<file path="config.mk">
export PLATFORM = sky130hd
export DESIGN_NAME = booths_multiplier_seq_flat
export DESIGN_NICKNAME = d
export VERILOG_FILES = /design/src/rtl/booths_multiplier_seq_if.sv /design/src/rtl/booths_multiplier_seq.sv /design/src/flat_wrapper.sv
export SDC_FILE = /design/constraint.sdc
export NUM_CORES = 1
export LEC_CHECK = 0
export BUFFER_PORTS_ARGS = -buffer_cell sky130_fd_sc_hd__buf_2
export CAP_MARGIN = 40
export CORE_ASPECT_RATIO = 1.1
export CORE_MARGIN = 8
export CORE_UTILIZATION = 55
export DETAILED_ROUTE_END_ITERATION = 10
export PLACE_DENSITY = 0.87
export SLEW_MARGIN = 15
export SYNTH_ARGS = -nofsm -noshare
export SYNTH_HDL_FRONTEND = slang
export SYNTH_SLANG_ARGS = --single-unit
</file>
<file path="constraint.sdc">
create_clock -name clk -period 3.6 [get_ports clk]
set_clock_uncertainty 0.05 [all_clocks]
set_input_delay 0.54 -clock clk [delete_from_list [all_inputs] [get_ports clk]]
set_output_delay 0.54 -clock clk [all_outputs]
set_load 0.02 [all_outputs]
</file>
<file path="src/rtl/booths_multiplier_seq_if.sv">
// Start/busy/done handshake and operand/product bus for the sequential Booth multiplier.
interface booths_multiplier_seq_if #(
  parameter int WIDTH = 8
);
  logic                 start;
  logic [WIDTH-1:0]     m;
  logic [WIDTH-1:0]     q;
  logic                 busy;
  logic                 done;
  logic [2*WIDTH-1:0]   z;

  modport master (output start, output m, output q, input busy, input done, input z);
  modport slave  (input start, input m, input q, output busy, output done, output z);
endinterface

</file>
<file path="src/rtl/booths_multiplier_seq.sv">
// Iterative radix-2 Booth multiplier: one add/subtract-and-shift step per clock,
// signed WIDTH x WIDTH -> 2*WIDTH product with a start/busy/done handshake.
module booths_multiplier_seq #(
  parameter int WIDTH = 8
) (
  input  logic                  clk,
  input  logic                  rst,
  booths_multiplier_seq_if.slave bus
);

  localparam int CW = $clog2(WIDTH + 1);

  typedef enum logic [1:0] {
    IDLE = 2'd0,
    RUN  = 2'd1,
    DONE = 2'd2
  } state_e;

  state_e               state_q, state_d;
  logic [WIDTH:0]       a_q, a_d;
  logic [WIDTH:0]       m_q, m_d;
  logic [WIDTH-1:0]     q_q, q_d;
  logic                 qm1_q, qm1_d;
  logic [CW-1:0]        count_q, count_d;
  logic [2*WIDTH-1:0]   z_q, z_d;

  logic                 load;
  logic                 last_step;
  logic [WIDTH:0]       sum;
  logic [WIDTH:0]       a_sh;
  logic [WIDTH-1:0]     q_sh;
  logic                 busy_o, done_o;

  // A new multiply is accepted whenever no step is in flight (IDLE or DONE).
  assign load      = bus.start && (state_q != RUN);
  assign last_step = (state_q == RUN) && (count_q == CW'(1));

  // State register
  // NOTE: every register here, datapath included, is reset so z reads 0 after rst
  // and no stale partial product survives an aborted run.
  always_ff @(posedge clk) begin
    if (rst) begin
      // NOTE: sequential state uses non-blocking assignments only, so all
      // registers update together from the values present before the edge.
      state_q <= IDLE;
      a_q     <= '0;
      m_q     <= '0;
      q_q     <= '0;
      qm1_q   <= 1'b0;
      count_q <= '0;
      z_q     <= '0;
    end else begin
      state_q <= state_d;
      a_q     <= a_d;
      m_q     <= m_d;
      q_q     <= q_d;
      qm1_q   <= qm1_d;
      count_q <= count_d;
      z_q     <= z_d;
    end
  end

  // Next-state logic
  always_comb begin
    // NOTE: a default before the case keeps this combinational; a missing
    // branch would otherwise infer a latch.
    state_d = state_q;
    case (state_q)
      IDLE:    if (bus.start) state_d = RUN;
      RUN:     if (count_q == CW'(1)) state_d = DONE;
      DONE:    state_d = bus.start ? RUN : IDLE;
      default: state_d = IDLE;
    endcase
  end

  // Booth step: recode {Q[0],Q_-1}, then arithmetic shift of {A,Q,Q_-1}.
  always_comb begin
    case ({q_q[0], qm1_q})
      2'b01:   sum = a_q + m_q;
      2'b10:   sum = a_q - m_q;
      default: sum = a_q;
    endcase
    a_sh = {sum[WIDTH], sum[WIDTH:1]};
    q_sh = {sum[0], q_q[WIDTH-1:1]};
  end

  always_comb begin
    a_d     = a_q;
    m_d     = m_q;
    q_d     = q_q;
    qm1_d   = qm1_q;
    count_d = count_q;
    z_d     = z_q;
    if (load) begin
      a_d     = '0;
      m_d     = {bus.m[WIDTH-1], bus.m};
      q_d     = bus.q;
      qm1_d   = 1'b0;
      count_d = CW'(WIDTH);
    end else if (state_q == RUN) begin
      a_d     = a_sh;
      q_d     = q_sh;
      qm1_d   = q_q[0];
      count_d = count_q - CW'(1);
    end
    // The guard bit of A is dropped only here; the product fits in 2*WIDTH bits.
    if (last_step) z_d = {a_sh[WIDTH-1:0], q_sh};
  end

  // Output logic: decoded from the state register only, so no input-to-output path.
  always_comb begin
    busy_o = 1'b0;
    done_o = 1'b0;
    case (state_q)
      RUN:     busy_o = 1'b1;
      DONE:    done_o = 1'b1;
      default: ;
    endcase
  end

  assign bus.busy = busy_o;
  assign bus.done = done_o;
  assign bus.z    = z_q;

endmodule
</file>
<file path="src/flat_wrapper.sv">
// flat-port wrapper written by rule: the top's interface ports become plain ports
module booths_multiplier_seq_flat 
#(
  parameter int WIDTH = 8
)
  (clk, rst, bus_start, bus_m, bus_q, bus_busy, bus_done, bus_z);
  booths_multiplier_seq_if #(.WIDTH(WIDTH)) bus_i ();
  input  logic clk;
  input  logic rst;
  input wire logic [$bits(bus_i.start)-1:0] bus_start;
  input wire logic [$bits(bus_i.m)-1:0] bus_m;
  input wire logic [$bits(bus_i.q)-1:0] bus_q;
  output wire logic [$bits(bus_i.busy)-1:0] bus_busy;
  output wire logic [$bits(bus_i.done)-1:0] bus_done;
  output wire logic [$bits(bus_i.z)-1:0] bus_z;
  assign bus_i.start = bus_start;
  assign bus_i.m = bus_m;
  assign bus_i.q = bus_q;
  assign bus_busy = bus_i.busy;
  assign bus_done = bus_i.done;
  assign bus_z = bus_i.z;
  booths_multiplier_seq #(.WIDTH(WIDTH)) u_core (.clk(clk), .rst(rst), .bus(bus_i));
endmodule
</file>
Word level (Yosys, flattened, before mapping)
Index checks and enable logic that the tools add are counted.
{"block": "op_classes", "add_sub_neg": 3, "n_eq_ne": 8, "muxes": 11, "reduce_logical": 6}
{"op": "9-bit one-hot mux with 2 select lines", "count": 1}
{"op": "8-bit two-way mux", "count": 2}
{"op": "8-bit by 8-bit adder with 9-bit output", "count": 1}
{"op": "8-bit by 8-bit subtractor with 9-bit output", "count": 1}
{"op": "4-bit two-way mux", "count": 2}
{"op": "2-bit one-hot mux with 3 select lines", "count": 1}
{"op": "2-bit by 1-bit equality test with 1-bit output, second input constant", "count": 2}
{"op": "2-bit equality test, second input constant", "count": 2}
{"op": "4-bit by 1-bit equality test with 1-bit output, second input constant", "count": 1}
{"op": "2-bit two-way mux", "count": 2}
{"op": "2-bit by 1-bit inequality test with 1-bit output, second input constant", "count": 2}
{"op": "4-bit by 1-bit subtractor with 4-bit output, second input constant", "count": 1}
{"op": "1-bit two-way mux", "count": 3}
{"op": "1-bit logical AND", "count": 2}
{"op": "2-bit logical NOT", "count": 1}
{"op": "2-bit inequality test, second input constant", "count": 1}
{"op": "2-bit AND reduction", "count": 1}
{"op": "2-bit nonzero test", "count": 1}
{"op": "2-bit OR reduction", "count": 1}
{"block": "totals", "register_bits": 47, "input_bits": 19, "word_cells": 36}

Depth between registers and ports, before layout
{"block": "depth", "ltp_word": 4, "mapped_depth": 12, "ltp_nobuf": 11}

Worst setup path after synthesis
Ideal clock, no wire load.
{"block": "synth_path", "path_type": "reg-to-reg", "start": "register u_core.qm1_q", "end": "register, netlist name u_core.a_q[7]", "arrival_time_ns": 2.567, "required_ns": 3.424, "setup_slack_ns": 0.857, "path_stages_with_launch": 13, "synth_period_minus_slack_ns": 2.743, "cell_sequence": "dfxtp_1 -> inv_1 -> ha_1 -> clkbuf_1 -> a31oi_1 -> xnor2_1 -> ha_1 -> a21o_2 -> a31o_2 -> or4_1 -> a21oi_1 -> xnor2_1 -> nor2_1"}
{"block": "synth_between", "elab_chain_len": 2, "word_cells_on_any_way": 3, "cone_classes": "eq/ne: 2; mux: 1"}
{"item": "start, declared", "line": "booths_multiplier_seq.sv:23", "text": "logic qm1_q, qm1_d;"}
{"item": "start signal, assigned", "line": "booths_multiplier_seq.sv:57", "text": "qm1_q <= qm1_d;"}
{"item": "2-bit equality test or 2-bit by 1-bit equality test with 1-bit output (tied branches)", "line": "booths_multiplier_seq.sv:78", "text": "case ({q_q[0], qm1_q})"}
{"item": "9-bit one-hot mux with 2 select lines (*)", "line": "booths_multiplier_seq.sv:78"}
Mark *: on every way between the ends. The rest lies on a longest branch, timed or not.
A chain may end at the register's enable or synchronous reset.

Worst setup path in the final report
{"block": "layout_path", "start": "register u_core.qm1_q", "end": "register, netlist name u_core.a_q[7]"}
{"block": "layout_between", "elab_chain_len": 2, "word_cells_on_any_way": 3, "cone_classes": "eq/ne: 2; mux: 1"}
{"item": "2-bit equality test or 2-bit by 1-bit equality test with 1-bit output (tied branches)", "line": "booths_multiplier_seq.sv:78"}
{"item": "9-bit one-hot mux with 2 select lines (*)", "line": "booths_multiplier_seq.sv:78"}
Marks and branches as above.

==> flow_summary.json <==
{
  "crit_path_end_kind": "flip-flop",
  "cts.sinks": 47,
  "die_width_um": 78.2,
  "drt_iter0_markers": 123,
  "period_share": 0.793,
  "n_antenna_cell": 0,
  "syn_inst": 285,
  "track_usage": 0.163,
  "antenna_found_initial": 0,
  "num_rows": 25,
  "ios": 37,
  "syn_avg_cell_area_um2": 8.21,
  "timing.rr.start": "u_core.qm1_q",
  "die-area_um2": 6600,
  "placedInstanceArea_um2": 2540,
  "final_core_util": 0.633,
  "drc_errors": 0,
  "cts_root_buf": "clkbuf_8",
  "leakage_nw": 1.09,
  "drt-wirelength-per-cell_um": 13.8,
  "finalWorstPathRequiredPeriod_ps": 2850,
  "drive_above_1_share": 0.165,
  "crit_start": "u_core.qm1_q",
  "total_power_mw": 1.26,
  "p_seq_frac": 0.455,
  "syn_area_um2": 2340,
  "worstPathMaxFanout": 8,
  "dp_hpwl_um": 3750,
  "ys_seq_area_frac": 0.402,
  "worst_slew_pin_slew_ps": 716,
  "clk_pin_slew_worst_paths_ps": 90,
  "outcome": "complete, no violations",
  "clk_latency_ps": 300,
  "irDropWorstVdd_mv": 0.283,
  "grt_max_degree": 40,
  "busiest_layer": "met2",
  "fin_area_um2": 2660,
  "initial_core_util": 0.559,
  "cts_buffers": 5,
  "rsz0062_at_grt": "false",
  "required_ps": 3740,
  "first_pass_iters": 4,
  "fmax_ghz": 0.350,
  "cts_tree": "built",
  "cts_setup_buffers": 0,
  "critPathKind": "flip-flop to flip-flop",
  "maxCapViolations": 0,
  "nNetsFinal": 346,
  "cts_buffer_depth": 2,
  "grt_overflow": 0,
  "cp_data_arrival_time_ps": 2990,
  "htreeDepth": 2,
  "relSlewSlack": 0.522,
  "combPwrFrac": 0.237,
  "detail-route-antenna-nets": 0,
  "yosys_warnings": 0,
  "setup_viol": 0,
  "p_int_uw": 882,
  "grt_use_met2": 0.262,
  "num_vias": 2024,
  "grt_pass1_vias": 2009,
  "area_delta_synth_final_pct": 13.4,
  "place_congestion": 0.896,
  "clkPwrFrac": 0.308,
  "port_buffers": 36,
  "synthDistinctLibCells": 36,
  "ctsResizeCount": 0,
  "setup-tns-final_ps": 0,
  "synth_fp_nets": 317,
  "power_density_nw_per_um2": 474,
  "min_path_type": "flip-flop to flip-flop",
  "hold_buffers": 0,
  "grt_use_met1": 0.197,
  "mostFrequentLayoutCells": "dfxtp_1 (47), nand2_1 (46), buf_2 (36)",
  "finalHoldViolCount": 0,
  "start_kind": "flip-flop",
  "final_common_cell": "dfxtp_1",
  "core_area_um2": 4190,
  "slew_viol_final": 0,
  "viasPerCell": 5.49,
  "p_sw_frac": 0.299,
  "gr-usage-met3": 0.0513,
  "die_y_um": 84.4,
  "wl_um": 5110,
  "min_from": "u_core.bus.z[0]",
  "grt_pass1_wl_um": 9060,
  "p_sw_uw": 375,
  "ys_ff_latch": 47
}
==> synth_stat cells <==
library cell  number  share of area
xnor2_1           13          0.049
a21o_2             2         0.0075
nor3_1             6          0.013
ha_1              12          0.064
or4_1              2         0.0064
buf_1              1         0.0016
a311oi_1           1         0.0037
o21a_1             2         0.0064
xor2_1             2         0.0075
nand4_1            1         0.0027
inv_2              1         0.0016
o31ai_1            2         0.0064
dfxtp_1           47           0.40
nor2_1            33          0.053
a31oi_1            5          0.013
clkinv_1           1         0.0016
a31o_2             1         0.0037
nand2_1           46          0.074
nand2b_1           4          0.011
o22ai_1            1         0.0027
clkbuf_1          14          0.022
nor4_2             1         0.0053
a21oi_1           28          0.060
a211oi_2           1         0.0053
buf_2              1         0.0021
o211ai_1           1         0.0032
nor4_1             1         0.0027
nand3_1            3         0.0064
and2_1             1         0.0027
a211oi_1          17          0.055
inv_1              8          0.013
nor2b_1            3         0.0080
mux2i_1           13          0.056
o21ai_0            8          0.017
nand3b_1           1         0.0032
fa_1               1         0.0086
==> registers in the layout (all words and copies together), names as in the netlist <==
| name | count |
|---|---|
| u_core.qm1_q | 1 |
| u_core.a_q | 8 |
| u_core.count_q | 4 |
| u_core.m_q | 8 |
| u_core.q_q | 8 |
| u_core.state_q | 2 |
| u_core.bus.z | 16 |
==> path summary, 6_finish.rpt <==
| check | slack [ps] | cells after the start | end |
|---|---|---|---|
| hold / removal | 400 | 2 | u_core.bus.z[0] |
| hold reg to reg | 400 | 2 | u_core.bus.z[0] |
| setup / recovery | 750 | 11 | u_core.a_q[7] |
| setup reg to reg | 750 | 11 | u_core.a_q[7] |
==> layout make-up <==
cell class                 instances  area (um^2)
tap                               54         67.6
inverter                          10         37.5
multi-input combinational        212         1300
clock buffer                       5         68.8
sequential                        47          941
fill                             397         1540
clock inverter                     3         43.8
timing repair buffer              38          195
==> power by group through the flow <==
| stage | Sequential (mW) | Clock [mW] | Combinational, mW |
|---|---|---|---|
| 2_1_floorplan | 0.581 | 0 | 0.234 |
| 3_3_place_gp | 0.582 | 0 | 0.288 |
| 3_5_place_dp | 0.584 | 0 | 0.296 |
| 4_1_cts | 0.572 | 0.398 | 0.298 |
| 5_1_grt | 0.576 | 0.422 | 0.333 |
| 6_report | 0.572 | 0.387 | 0.298 |
==> metrics by stage <==
stage	hold WS [ps]	setup slack, ps	instances
6_report	403	746	369
5_1_grt	418	628	369
4_1_cts	406	755	369
3_5_place_dp	394	773	361
3_3_place_gp	389	849	361
2_1_floorplan	386	857	285
==> logic make-up (layout without fill, tap and decap cells) <==
logic type                 count (synthesis)  after routing  share of synthesized area
DFF                                       47             47                      0.402
xor gates and xnor gates                  15             15                     0.0561
AOI/OAI and AO/OA                         69             69                      0.184
buffers and inverters                     26             56                     0.0422
adders and majority gates                 13             13                     0.0727
muxes                                     13             13                     0.0556
and+or+nand+nor                          102            102                      0.188
==> routing by layer <==
metal / up-vias / share of wire
met5: - / 0
met3: 10 / 0.077
li1: 1036 / -
met1: 915 / 0.45
met4: 0 / 0.018
met2: 63 / 0.45
==> critical path, cell delays in order, from the launching register on <==
cell     delay (ps)
dfxtp_1         340
inv_1            50
ha_1            300
a31oi_1         210
xnor2_1         140
ha_1            300
a21o_2          220
a31o_2          250
or4_1           490
a21oi_1         190
xnor2_1         140
nor2_1           50
Note: power is estimated with default switching activity, not from simulation.
